$ cat src/rtl/add_pkg.sv
// Shared constants and state encoding for the add_fsm initiator and its reference model.
package add_pkg;

  localparam int OP_W            = 6;
  localparam int ADD_CONST       = 3;
  localparam int LATENCY_DEFAULT = 3;

  typedef enum logic [1:0] {
    IDLE    = 2'd0,
    ISSUE   = 2'd1,
    WAIT    = 2'd2,
    CAPTURE = 2'd3
  } drv_state_t;

endpackage

$ cat src/rtl/add_ref_model.sv
// Combinational expected-value calculator mirroring add_fsm: x=a+b, y=x+3, result=x+y.
module add_ref_model
  import add_pkg::*;
#(
  parameter int WIDTH = 6
) (
  input  logic [WIDTH-1:0] a,
  input  logic [WIDTH-1:0] b,
  output logic [WIDTH-1:0] expected
);

  logic [WIDTH-1:0] sum_x;
  logic [WIDTH-1:0] sum_y;

  // Every stage truncates to WIDTH bits, matching the wrap-around of add_fsm.
  assign sum_x    = a + b;
  assign sum_y    = sum_x + WIDTH'(ADD_CONST);
  assign expected = sum_x + sum_y;

endmodule

$ cat src/rtl/add_fsm_driver.sv
// Initiator for add_fsm: issues one operand pair per go pulse, waits the fixed latency,
// captures and checks the result, and keeps saturating transaction/error counters.
module add_fsm_driver
  import add_pkg::*;
#(
  parameter int OP_W    = 6,
  parameter int LATENCY = LATENCY_DEFAULT,
  parameter int CNT_W   = 8
) (
  input  logic             CLK,
  input  logic             reset,
  input  logic             req_valid,
  output logic             req_ready,
  input  logic [OP_W-1:0]  req_a,
  input  logic [OP_W-1:0]  req_b,
  output logic             go,
  output logic [OP_W-1:0]  a,
  output logic [OP_W-1:0]  b,
  input  logic [OP_W-1:0]  result_in,
  output logic             rsp_valid,
  output logic [OP_W-1:0]  rsp_result,
  output logic             rsp_error,
  output logic [CNT_W-1:0] txn_count,
  output logic [CNT_W-1:0] err_count
);

  localparam int WC_W = (LATENCY > 1) ? $clog2(LATENCY) : 1;

  drv_state_t       state;
  drv_state_t       state_next;
  logic [WC_W-1:0]  wait_cnt;
  logic [OP_W-1:0]  expected;
  logic             accept;
  logic             mismatch;

  add_ref_model #(.WIDTH(OP_W)) u_ref (
    .a        (a),
    .b        (b),
    .expected (expected)
  );

  assign accept   = req_valid && req_ready;
  assign mismatch = (result_in != expected);

  always_comb begin
    state_next = state;
    req_ready  = 1'b0;
    go         = 1'b0;
    case (state)
      IDLE: begin
        req_ready = 1'b1;
        if (req_valid) state_next = ISSUE;
      end
      ISSUE: begin
        go         = 1'b1;
        state_next = WAIT;
      end
      WAIT: begin
        if (wait_cnt == '0) state_next = CAPTURE;
      end
      CAPTURE: state_next = IDLE;
      default: state_next = IDLE;
    endcase
  end

  // Operands stay on a/b from the accept edge until the next accept, so add_fsm
  // and the reference model both see them for the whole transaction.
  always_ff @(posedge CLK or negedge reset) begin
    if (!reset) begin
      state      <= IDLE;
      wait_cnt   <= '0;
      a          <= '0;
      b          <= '0;
      rsp_valid  <= 1'b0;
      rsp_result <= '0;
      rsp_error  <= 1'b0;
      txn_count  <= '0;
      err_count  <= '0;
    end else begin
      state     <= state_next;
      rsp_valid <= (state == CAPTURE);
      if (accept) begin
        a <= req_a;
        b <= req_b;
      end
      if (state == ISSUE) begin
        wait_cnt <= WC_W'(LATENCY - 1);
      end else if (state == WAIT && wait_cnt != '0) begin
        wait_cnt <= wait_cnt - 1'b1;
      end
      if (state == CAPTURE) begin
        rsp_result <= result_in;
        rsp_error  <= mismatch;
        if (txn_count != '1) txn_count <= txn_count + 1'b1;
        if (mismatch && err_count != '1) err_count <= err_count + 1'b1;
      end
    end
  end

endmodule
$ cat config.mk
export PLATFORM = sky130hd
export DESIGN_NAME = add_fsm_driver
export DESIGN_NICKNAME = d
export VERILOG_FILES = /design/src/rtl/add_pkg.sv /design/src/rtl/add_ref_model.sv /design/src/rtl/add_fsm_driver.sv
export SDC_FILE = /design/constraint.sdc
export NUM_CORES = 1
export LEC_CHECK = 0
export CORE_AREA = 2 2 105 56
export CTS_BUF_LIST = sky130_fd_sc_hd__clkbuf_16
export CTS_CLUSTER_SIZE = 20
export DETAILED_ROUTE_END_ITERATION = 8
export DIE_AREA = 0 0 107 58
export PLACE_DENSITY = 0.76
export REMOVE_ABC_BUFFERS = 1
export SKIP_CTS_REPAIR_TIMING = 1
export SLEW_MARGIN = 30
export SYNTH_ARGS = -nofsm -noshare
export SYNTH_HDL_FRONTEND = slang
export SYNTH_HIERARCHICAL = 1
export SYNTH_SLANG_ARGS = --single-unit
$ cat constraint.sdc
create_clock -name CLK -period 2.6 [get_ports CLK]
set_input_delay 0.52 -clock CLK [delete_from_list [all_inputs] [get_ports CLK]]
set_output_delay 0.52 -clock CLK [all_outputs]
set_load 0.02 [all_outputs]
==> results of run 1 <==
==> metal layers <==
layer  global-route usage [%]  up-vias  routed length [microns]
met5                        0        -                        0
met4                    2.783        0                        8
met3                    4.387        2                      215
met2                    23.57       35                     1904
met1                    23.80      731                     2415
li1                         -      726                        -
==> path summary, 6_finish.rpt <==
path | startpoint | to | slack, ps
worst max-delay path | a[0] | err_count[1] | -340
worst min-delay path | reset | a[5] | 220
worst max register to register | a[0] | err_count[1] | -340
worst min register to register | rsp_result[3] | rsp_result[3] | 500
max in group asynchronous | reset | rsp_result[0] | 2020
min in group CLK | rsp_result[3] | rsp_result[3] | 500
==> stage by stage <==
| step | hold slack (ps) | instances | setup TNS [ps] | util [%] |
|---|---|---|---|---|
| global route | 268.4 | 312 | -3636 | 55.16 |
| finish | 221.8 | 312 | -2233 | 55.16 |
| global placement | 473.9 | 302 | -2214 | 52.02 |
| floorplan | 224.4 | 162 | -1892 | - |
| CTS | 405.8 | 310 | -3350 | 54.64 |
| detailed placement | 492.9 | 302 | -2896 | 52.02 |
==> cell type report <==
cell class / instances / area [sq um] / share of cell area [%]
Clock buffer: 5 / 125.1 / 4.279
Clock inverter: 3 / 13.76 / 0.4707
Inverter: 6 / 22.52 / 0.7702
Multi-Input combinational cell: 116 / 1010 / 34.53
Sequential cell: 40 / 1001 / 34.23
Tap cell: 73 / 91.34 / 3.124
Timing Repair Buffer: 69 / 660.6 / 22.59
==> power by group through the flow <==
| stage | registers (mW) | logic (mW) | clock network [mW] |
|---|---|---|---|
| floorplan | 1.39 | 1.28 | 0 |
| global placement | 1.12 | 2.45 | 0 |
| detailed placement | 1.14 | 2.49 | 0 |
| CTS | 1.13 | 2.52 | 0.600 |
| global route | 1.17 | 2.77 | 0.624 |
| finish | 1.12 | 2.57 | 0.583 |
==> Yosys cell counts, types with 2 or more instances <==
master    number  area (sq um)
nand2_1        7         26.28
dfrtp_1       40          1001
nor2_1         2         7.510
a21o_1         2         15.01
xnor2_1       12         105.1
mux2_2        24         270.3
o21ai_0        2         10.01
nand4_1        5         31.28
a21oi_1        6         30.03
ha_1          13         162.7
inv_1          6         22.52
a41oi_1        2         17.52
and3_1         3         18.77
clkbuf_1       3         11.26
and2_1         2         12.51
a31oi_1        4         25.02
xor2_1         7         61.31
nand3b_1       2         15.01
nor2b_1        4         25.02
nand3_1        6         30.03
nand2b_1       3         18.77
==> placed cells by master (no fill, tap or decap), types with 3 or more instances in the layout <==
cell type	netlist	final
ha_1	13	11
nand2b_1	3	3
xnor2_1	12	12
buf_4	1	12
xor2_1	7	7
mux2_2	24	24
a31oi_1	4	4
clkdlybuf4s50_1	0	57
and3_1	3	3
nand2_1	7	7
clkbuf_16	0	5
nand3_1	6	5
inv_1	6	6
nand4_1	5	5
a21oi_1	6	6
dfrtp_1	40	40
nor2b_1	4	4
==> cell families after synthesis <==
kind of cell | synth area share [%]
AO/OA/AOI/OAI | 5.698
AND/OR/NAND/NOR | 10.72
buffers and inverters | 2.022
flip-flops | 49.02
adder cells (fa/ha/maj) | 8.946
multiplexers | 14.46
XOR/XNOR | 8.946
other | 0.1836
==> sequential cells by signal, summed over array words and instances (netlist names) <==
signal      count
rsp_error       1
rsp_result      6
state           2
wait_cnt        2
b               6
err_count       8
rsp_valid       1
txn_count       8
a               6
==> worst register-to-register path, stage by stage (launching register included) <==
cell and delay [ps]:
dfrtp_1 380, ha_2 200, fa_1 510, ha_2 210, nand3_2 70, mux2i_1 190
xnor2_1 110, xor2_1 180, nor4_2 220, nand3_2 220, and3_4 240, mux2_4 290
==> run metrics, run 1 <==
Inserted Diodes=0; # H-tree levels=2; initial core utilization=roughly two fifths; Tot Pwr=between 4 and 5 mW; Root Buffer=clkbuf_16; max frequency=about 340 MHz; die outline area=roughly 6200 sq um; Slew @ Worst Pin=about 740 ps; Peak VDD IR=approximately 560 uV; RSZ-0062 raised after global routing=true; count of final setup violators=9; register share of total power=around a quarter; synth unique cells=32; CTS tree=done; area grow syn2layout=43.20%; sequential element share of the synthesized area=between 40% and 50%; Critical Path Source Type=register; Slew HR=about half; Total Wirelength=~4500 microns; worst r2r path cells=11; power share of the combinational group=roughly three fifths; hpwl dp=around 3300 microns; worst-path fanout max=8; leakage=approximately 1.3 nW; synthesized area=~2000 sq um; final worst-path cycle share=113.2%; Hold Path Class=input port to async pin; global route total overflow=0; Max Cap Violations=0; io pins=between 50 and 60; router iterations before antenna repair=4; Buf/Inv on CP=0; final hold vios=0; NetSw=approximately 1.7 mW; Residual DRC=0; share of cells above drive strength 1=21.76%; pre-CTS setup slack=-423.4 ps; antenna violations before repair=0; outcome=finished with violations; routed via count=about 1,500; die width=about 110 microns; Mean Syn Cell Area=about 12 sq um; Post-DRT Antenna Nets=0; Sw Ratio=between 30% and 40%; share of total power in the clock network=between 10 and 15%; Worst Path Required=roughly 2800 ps; min Tclk post-route=between 2000 and 3000 ps; critical path cell sequence=ha_2, fa_1, ha_2, nand3_2, mux2i_1, xnor2_1, xor2_1, nor4_2, nand3_2, and3_4, mux2_4; Post-synth EDFFs=0; ys async rst share=100.0%; Slew Limit Fails=0; Placed Area=2758 sq um; nets@finish=around 270; vias in the first global route=between 1,500 and 2,000; Die Y=between 50 and 60 microns; CP max-delay cell=fa_1; Buffers on Ports=between 50 and 60; global-route wire length before repair=7596 microns; Clock Skew=between 4 and 5 ps; Mapped Cells=166; final worst slack=-343.1 ps; power per cell area=1462 nW/um^2; ys flop type=dfrtp_1; GPL Wtd Cong=between 0.8 and 0.9; fillers=between 400 and 500; Initial DRC Count=49; clock sinks=40; critical path arrival=just over 3000 ps; CP Depth=11; Clock Path Buffers=2; fin area=2924 sq um; critical path type=register to register; post-DR wirelength/cell=14.56 microns; pin count of the biggest net entering global routing=just over 40; failing checks=negative setup slack; Largest stage delay, worst path=slightly above 500 ps; Synth Warn #=6; Total GRT Usage=approximately 16%; CTS buffer count=5; Crit. End Element=register; Pint=between 2 and 3 mW; Cell Rows=19; Clock transition at path regs=60 ps; vias per inst=approximately 4.8; delay-heaviest family, CP=adder cells; core area=5301 sq um; clk_lat worst skew=around 280 ps; #FFs+latches synth=40
No activity file was read; power rests on OpenSTA's default activity.
==> run 2, diff against run 1 <==
--- a/config.mk
+++ b/config.mk
@@ -10,7 +10,7 @@
 export CTS_CLUSTER_SIZE = 20
 export DETAILED_ROUTE_END_ITERATION = 8
 export DIE_AREA = 0 0 107 58
-export PLACE_DENSITY = 0.76
+export PLACE_DENSITY = 0.7
 export REMOVE_ABC_BUFFERS = 1
 export SKIP_CTS_REPAIR_TIMING = 1
 export SLEW_MARGIN = 30
==> run 2 against run 1 <==
The flow still finishes with violations (negative setup slack). Hold slack better by 3.9 ps. Non-clock buffer count up 3. Cell count up 0.96%. Total power up 2.5%. Cell area up 1.5%. Critical path type unchanged. Largest cell class unchanged. Highest routed layer unchanged.
==> run metrics, run 2 (synthesis results as in run 1) <==
Post-Place Cells=304 (was 302); Total Wirelength=4443 microns (was 4543 microns); CP max-delay cell=fa_2 (was fa_1); Slew @ Worst Pin=581.8 ps (was 739.2 ps); post-DR wirelength/cell=14.10 microns (was 14.56 microns); # H-tree levels=2 (unchanged); Clock Skew=5.370 ps (was 4.239 ps); clock sinks=40 (unchanged); core area=5301 sq um (unchanged); global route total overflow=0 (unchanged); CTS buffer count=5 (unchanged); max frequency=353.1 MHz (was 339.8 MHz); Worst Path Required=2760 ps (about the same); worst-path fanout max=7 (was 8); nets@finish=276 (was 273); worst r2r src=b[0] (was a[0]); final worst-path cycle share=108.9% (was 113.2%); critical path cell sequence=ha_2, fa_2, ha_4, nand3_1, mux2i_1, xnor2_1, xor2_1, nor4_2, nand3_2, and3_4, mux2_4 (was ha_2, fa_1, ha_2, nand3_2, mux2i_1, xnor2_1, xor2_1, nor4_2, nand3_2, and3_4, mux2_4); Die Y=58 microns (unchanged); min Tclk post-route=2832 ps (was 2943 ps); leakage=1.299 nW (was 1.272 nW); Clock Path Buffers=2 (unchanged); Total GRT Usage=14.69% (was 15.94%); wire length on met3=302 microns (was 215 microns); Critical Path Source Type=register (unchanged); Worst Setup EP=err_count[1] (unchanged); CP startpoint=b[0] (was a[0]); final std cells w/o fill=315 (was 312); Initial DRC Count=27 (was 49); commonest non-fill, non-tap cell in the layout=clkdlybuf4s50_1 (unchanged); hpwl dp=3248 microns (was 3347 microns); Crit. End Element=register (unchanged); die width=107 microns (unchanged); vias per inst=4.692 (was 4.788); final worst slack=-231.9 ps (was -343.1 ps); worst r2r path cells=11 (unchanged); initial core utilization=38.52% (unchanged); Cell Rows=19 (unchanged); global-route wire length before repair=7031 microns (was 7596 microns); routed via count=1,478 (was 1,494); Largest stage delay, worst path=560 ps (was 510 ps); io pins=59 (unchanged); commonest non-fill, non-tap cells in the layout=clkdlybuf4s50_1 (57), dfrtp_1 (40), mux2_2 (22) (was clkdlybuf4s50_1 (57), dfrtp_1 (40), mux2_2 (24)); delay-heaviest family, CP=adder cells (unchanged); count of final setup violators=9 (unchanged); Regs by FF count=err_count: 8 flops, txn_count: 8 flops (unchanged); outcome=finished with violations (unchanged); failing checks=negative setup slack (unchanged); CP Depth=11 (unchanged); die outline area=6206 sq um (unchanged); RR Endpoint=err_count[1] (unchanged); fillers=451 (was 466); power per cell area=1477 nW/um^2 (was 1462 nW/um^2); Residual DRC=0 (unchanged); Slew Limit Fails=0 (unchanged); met2 WL=1736 microns (was 1904 microns); Slew HR=61.21% (was 50.72%); final hold vios=0 (unchanged); critical path type=register to register (unchanged); Buffers on Ports=58 (unchanged); clk_lat worst skew=270 ps (was 280 ps); GPL Wtd Cong=0.7453 (was 0.8772); Buf/Inv on CP=0 (unchanged); RSZ-0062 raised after global routing=true (unchanged); Inserted Diodes=0 (unchanged); area grow syn2layout=45.28% (was 43.20%); pin count of the biggest net entering global routing=41 (unchanged); Hold Path Class=input port to async pin (unchanged); Tot Pwr=4.381 mW (was 4.275 mW); Post-DRT Antenna Nets=0 (unchanged); Max Cap Violations=0 (unchanged); Root Buffer=clkbuf_16 (unchanged); highest metal used=met4 (unchanged); share of cells above drive strength 1=22.31% (was 21.76%); CTS tree=done (unchanged); router iterations before antenna repair=4 (unchanged); met1 WL=2395 microns (was 2415 microns); R2R setup slack=-230 ps (was -340 ps); critical path arrival=2990 ps (was 3100 ps); Peak VDD IR=648.4 uV (was 558.7 uV); Clock transition at path regs=60 ps (about the same); vias in the first global route=1,471 (was 1,531); antenna violations before repair=0 (unchanged)
-- run 2: worst reg2reg max path: stages, from the launching register on --
cell	delay, ps
dfrtp_1	400
ha_2	200
fa_2	560
ha_4	150
nand3_1	80
mux2i_1	180
xnor2_1	100
xor2_1	170
nor4_2	160
nand3_2	190
and3_4	230
mux2_4	290
-- run 2: area by class of cell --
cell class	instances	area (sq um)	share of cell area, %
multi-input combinational	116	1028	34.67
sequential	40	1001	33.74
timing repair buffer	72	686.9	23.15
clock buffer	5	125.1	4.218
tap	73	91.34	3.079
inverter	6	22.52	0.7592
clock inverter	3	11.26	0.3796
-- run 2: metrics by stage --
| stage | TNS (ps) | area [sq um] | worst slack (ps) | util, % | hold slack [ps] |
|---|---|---|---|---|---|
| after floorplan | -1892 | 2023 | -339.8 | - | 224.4 |
| after global placement | -2166 | 2773 | -318.0 | 52.30 | 486.2 |
| after detailed placement | -3041 | 2773 | -421.3 | 52.30 | 494.1 |
| after CTS | -3184 | 2909 | -434.5 | 54.87 | 411.9 |
| after global routing | -2656 | 2967 | -345.5 | 55.96 | 270.6 |
| final | -1552 | 2967 | -231.9 | 55.96 | 225.7 |
-- run 2: worst min-delay path by stage --
stage / endpoint / slack, ps / cells past startpoint
6_report: err_count[6] / 230 / 1
5_1_grt: err_count[7] / 270 / 1
4_1_cts: err_count[6] / 410 / 1
3_5_place_dp: rsp_result[3] / 490 / 1
3_3_place_gp: a[5] / 490 / 1
2_1_floorplan: a[0] / 220 / 0
-- run 2: power breakdown --
part	internal (mW)	switching, mW
clock network	0.345	0.218
logic	1.45	1.23
registers	0.895	0.234
total	2.69	1.69
-- run 2: routing by layer --
metal  GRT usage [%]  vias up
met5               0        -
met3           4.949        2
met2           20.84       49
met4           2.968        0
met1           21.92      696
li1                -      731
